[config.mk]
export PLATFORM = sky130hd
export DESIGN_NAME = uart_tx_sched
export DESIGN_NICKNAME = d
export VERILOG_FILES = /design/src/rtl/uart_tx_sched.sv
export SDC_FILE = /design/constraint.sdc
export NUM_CORES = 1
export LEC_CHECK = 0
export ABC_CLOCK_PERIOD_IN_PS = 1500
export BUFFER_PORTS_ARGS = -buffer_cell sky130_fd_sc_hd__buf_2
export CAP_MARGIN = 20
export CELL_PAD_IN_SITES_DETAIL_PLACEMENT = 1
export CELL_PAD_IN_SITES_GLOBAL_PLACEMENT = 1
export CORE_MARGIN = 10
export CORE_UTILIZATION = 34
export CTS_CLUSTER_SIZE = 20
export DETAILED_ROUTE_END_ITERATION = 6
export PLACE_DENSITY = 0.85
export SYNTH_ARGS = -nofsm -noshare
export SYNTH_HDL_FRONTEND = slang
export SYNTH_SLANG_ARGS = --single-unit
[constraint.sdc]
create_clock -name clk -period 1.5 [get_ports clk]
set_input_delay 0.225 -clock clk [delete_from_list [all_inputs] [get_ports clk]]
set_output_delay 0.225 -clock clk [all_outputs]
set_load 0.02 [all_outputs]
[src/rtl/uart_tx_sched.sv]
// uart_tx_sched: round-robin scheduler sharing one UART transmitter among NUM_REQ byte streams.
// Grants change only at packet boundaries; each byte is handed to the UART and tracked to completion.
module uart_tx_sched #(
    parameter int NUM_REQ    = 4,
    parameter int STALL_MAX  = 1024,
    parameter int GAP_CYCLES = 0
) (
    input  logic                       clk,
    input  logic                       rst_n,
    input  logic [NUM_REQ-1:0]         req_valid,
    input  logic [8*NUM_REQ-1:0]       req_data,
    input  logic [NUM_REQ-1:0]         req_last,
    output logic [NUM_REQ-1:0]         req_ready,
    output logic                       trmt,
    output logic [7:0]                 tx_data,
    input  logic                       tx_done,
    output logic [$clog2(NUM_REQ)-1:0] grant_id,
    output logic                       busy,
    output logic                       pkt_done,
    output logic                       err_abort
);
    localparam int IW = $clog2(NUM_REQ);
    localparam int SW = $clog2(STALL_MAX);
    localparam int GW = $clog2(GAP_CYCLES + 2);

    typedef enum logic [2:0] {IDLE, FETCH, SEND, WAIT_BUSY, WAIT_DONE, GAP} state_t;

    state_t        state, state_nx;
    logic [IW-1:0] rr_ptr, pick;
    logic          found;
    int            cand;
    logic          last_q;
    logic [SW-1:0] stall_cnt;
    logic [GW-1:0] gap_cnt;
    logic          fetch_ok, stall_hit, gap_done;
    logic [7:0]    req_byte;

    // First valid requester at or after rr_ptr, wrapping around.
    always_comb begin
        pick  = rr_ptr;
        found = 1'b0;
        cand  = 0;
        for (int k = 0; k < NUM_REQ; k++) begin
            cand = int'(rr_ptr) + k;
            cand = (cand >= NUM_REQ) ? cand - NUM_REQ : cand;
            if (!found && req_valid[cand[IW-1:0]]) begin
                pick  = cand[IW-1:0];
                found = 1'b1;
            end
        end
    end

    assign fetch_ok  = req_valid[grant_id];
    assign req_byte  = req_data[{grant_id, 3'b000} +: 8];
    assign stall_hit = (state == FETCH) && !fetch_ok && (stall_cnt == SW'(STALL_MAX - 1));
    assign gap_done  = (GAP_CYCLES <= 1) || (gap_cnt == GW'(GAP_CYCLES - 1));

    always_comb begin
        state_nx  = state;
        trmt      = state == SEND;
        busy      = state != IDLE;
        req_ready = (state == FETCH) ? NUM_REQ'(1) << grant_id : '0;
        case (state)
            IDLE:      state_nx = |req_valid ? FETCH : IDLE;
            FETCH:     state_nx = fetch_ok ? SEND : stall_hit ? GAP : FETCH;
            SEND:      state_nx = WAIT_BUSY;
            WAIT_BUSY: state_nx = tx_done ? WAIT_BUSY : WAIT_DONE;
            WAIT_DONE: state_nx = !tx_done ? WAIT_DONE : last_q ? GAP : FETCH;
            GAP:       state_nx = gap_done ? IDLE : GAP;
            default:   state_nx = IDLE;
        endcase
    end

    always_ff @(posedge clk or negedge rst_n) begin
        if (!rst_n) begin
            state     <= IDLE;
            grant_id  <= '0;
            rr_ptr    <= '0;
            tx_data   <= 8'h00;
            last_q    <= 1'b0;
            stall_cnt <= '0;
            gap_cnt   <= '0;
            pkt_done  <= 1'b0;
            err_abort <= 1'b0;
        end else begin
            state     <= state_nx;
            pkt_done  <= (state == WAIT_DONE) && tx_done && last_q;
            err_abort <= stall_hit;
            if (state == IDLE && |req_valid) begin
                grant_id <= pick;
                rr_ptr   <= (pick == IW'(NUM_REQ - 1)) ? '0 : pick + 1'b1;
            end
            if (state == FETCH && fetch_ok) begin
                tx_data <= req_byte;
                last_q  <= req_last[grant_id];
            end
            stall_cnt <= (state == FETCH && !fetch_ok && !stall_hit) ? stall_cnt + 1'b1 : '0;
            gap_cnt   <= (state == GAP) ? gap_cnt + 1'b1 : '0;
        end
    end
endmodule

==> impl_results.md <==
* Critical Path End Type: output pin
* Initial antenna violation count at 0
* Asr flop ratio synth at 100%
* Peak Freq at 580 MHz
* Worst hold path cell count at 2
* CTS tree: built
* Largest net degree at the start of global routing at 17
* Die area at around 8000 sq um
* WS Path Type: flip-flop to output pin
* First-pass detailed-route iteration total at 4
* Sw Share at 39.1%
* Syn-to-layout area delta at 53.7%
* Mapped cell area at 1640 sq um
* Commonest cells after routing, fill and taps aside: buf_2, buf_4, dfrtp_1
* Worst-path maximum fanout at 4
* Top_reg_cell synth: dfrtp_1
* End of the worst hold path: pkt_done
* Slowest cell delay on critical path at 0.44 ns
* Top post-synthesis cells by area: dfrtp_1, mux4_2, mux4_1
* Total number of vias at 1528
* Clock tree sinks at 28
* Worst path arrival time at 1.50 ns
* Vias in the first global route at approximately 1700
* Num CTS Buffers at 3
* EDFF count, synth at 0
* Antenna cells at 0
* Slew @ Worst Pin at ~0.38 ns
* Clock Tree Buf Depth at 2
* Endpoints failing hold at 0
* Crit-path slowest cell: dfrtp_1
* Post-route DRC at 0
* Power density over the cells at 1910 nW/um^2
* Pleak at 0.00122 uW
* CP delay by family, top: flip-flops
* Comb pwr share at 61.8%
* # fillers at 520
* Syn_area_per_cell at 11.7 sq um
* Max-slew violations at 0
* Register area at about 700 sq um
* Drt via density at 5.29
* Htree depth at 1
* Final setup viols at 28
* Share of layout cells above drive strength 1 at between 50% and 60%
* I/O pin total at 61
* Min-Delay Path Class: input port to flip-flop
* Core ar. at ~4700 sq um
* Power Internal at 2930 uW
* Switching power at 1880 uW
* NumNets Final at 280
* DP HPWL at 3910 um
* Area of the multi-input gates at 1060 sq um
* Crit path cell chain: buf_4, buf_4, or3_4, buf_6
* Die W at 89.5 um
* Slew headroom at 74.9%
* RSZ-0062 raised after global routing: yes
* Reg-to-reg critical path startpoint: state[2]
* Yosys warning count at 0
* Worst r2r path cells at 6
* DR iter-0 viols at 31
* Setup slack, reg-to-reg at -0.18 ns
* Fin crit share at 115%
* Fin worst setup slack at -0.225 ns
* Post-synthesis sequential area ratio at 42.7%
* Hold path start: tx_done
* Max cap viols at 0
* WL/cell at 19.6 um
* Worst EP required at 1.27 ns
* First-pass GRT wire length at 8360 um
* Buf/Inv on CP at 3
* Total track usage at approximately 13%
* Max VDD drop at 0.000866 V
* Cells after Synth at 140
* Final WL at 5670 um
* Antenna viol nets, final at 0
* Clk Latency, worst-skew pair at 0.27 ns
* Post-synthesis register bit count at 28
* Sequential power share at 25.8%
* Tmin final at 1.72 ns
* GP Congestion at approximately 0.86
* Synth area leader: dfrtp_1
* Startpoint Class: flip-flop
* Layout Skew at 0.00703 ns
* FP Rows at 25
* Most common cell after layout, fill and taps aside: buf_2
* Clock-pin slew on the worst setup and hold paths at 0.09 ns
* CTS Root Cell: clkbuf_8
* Post-synth cell types at 39
* Failing checks: setup timing
* Syn nets at 184
* Port bufs at 60
* DIE HEIGHT at 89.5 um
* Setup TNS at -3.05 ns
* Crit-path most repeated cell: buf_4
* Outcome: finished, violations left
* Part of the power in the clock network at about 12%
* Grt total ovfl at 0
* Starting density of the core at 35.0%
* Post-synth top area share at a little over two fifths
* Place WS at -0.0776 ns
-- synthesized netlist by cell type, types with 4 or more instances --
cell type / instances
a21oi_1: 4
dfrtp_1: 28
mux2_2: 9
mux4_1: 4
mux4_2: 6
nand2_1: 9
nand3_1: 5
nor2_1: 17
nor2b_1: 4
nor3b_1: 4
xor2_1: 7
-- final cells by class --
cell class,instances,area share [%]
multi-input combinational,107,42.1
sequential,28,27.8
timing repair buffer,94,24.2
tap,54,2.68
clock buffer,3,1.64
clock inverter,1,1.19
inverter,2,0.298
-- repair_timing --
item                                    4_1_cts  5_1_grt
buffers inserted                              8        8
resized for setup                            20       27
hold buffers                                  1        0
endpoints found under the setup margin       25       30
pin swaps                                     5        6
cloned                                        1        1
endpoints found under the hold margin         8        0
-- routing by layer --
layer  GRT usage [%]  part of all wire, %  up-vias
met3            4.01                  6.2        2
met4            3.47                 0.28        0
met5               0                    0        -
li1                -                    -      718
met2            24.4                   54       43
met1            14.8                   39      765
-- power by group through the flow --
stage	clock (uW)	combinational (uW)	sequential, uW
6_report	598	2970	1240
5_1_grt	645	3180	1270
4_1_cts	608	2450	1220
3_5_place_dp	0	2080	1220
3_3_place_gp	0	2010	1200
2_1_floorplan	0	1230	1350
-- kinds of logic after synthesis --
group | count (synthesis) | share of synthesized area [%]
buffers and inverters | 7 | 2.14
AND/OR/NAND/NOR | 58 | 20.3
adder cells (fa/ha/maj) | 1 | 0.763
XOR/XNOR | 8 | 4.27
multiplexers | 19 | 20.8
AO/OA/AOI/OAI | 19 | 9.00
flip-flops | 28 | 42.7
-- registers in the layout, summed over array words and instances (netlist names), named ones only --
| register | count |
|---|---|
| stall_cnt | 10 |
| err_abort | 1 |
| grant_id | 2 |
| state | 3 |
| rr_ptr | 1 |
| pkt_done | 1 |
| last_q | 1 |
| tx_data | 8 |
-- through the flow --
stage	hold WS (ns)	std cells	area, sq um	utilization, %	power [uW]
2_1_floorplan	-0.0706	140	1650	-	2580
3_3_place_gp	0.0910	267	2130	45.3	3210
3_5_place_dp	0.101	267	2130	45.3	3300
4_1_cts	0.262	281	2360	50.3	4270
5_1_grt	0.265	289	2520	53.7	5100
6_report	0.266	289	2520	53.7	4810
-- worst max path at each step --
stage | start | endpoint | depth (start not counted)
finish | state[2] | busy | 4
global route | state[2] | req_ready[3] | 5
CTS | state[1] | req_ready[1] | 6
detailed placement | grant_id[0] | tx_data[4] | 3
global placement | grant_id[0] | tx_data[4] | 3
floorplan | grant_id[0] | last_q | 4
Power figures use the tool's default switching activity.
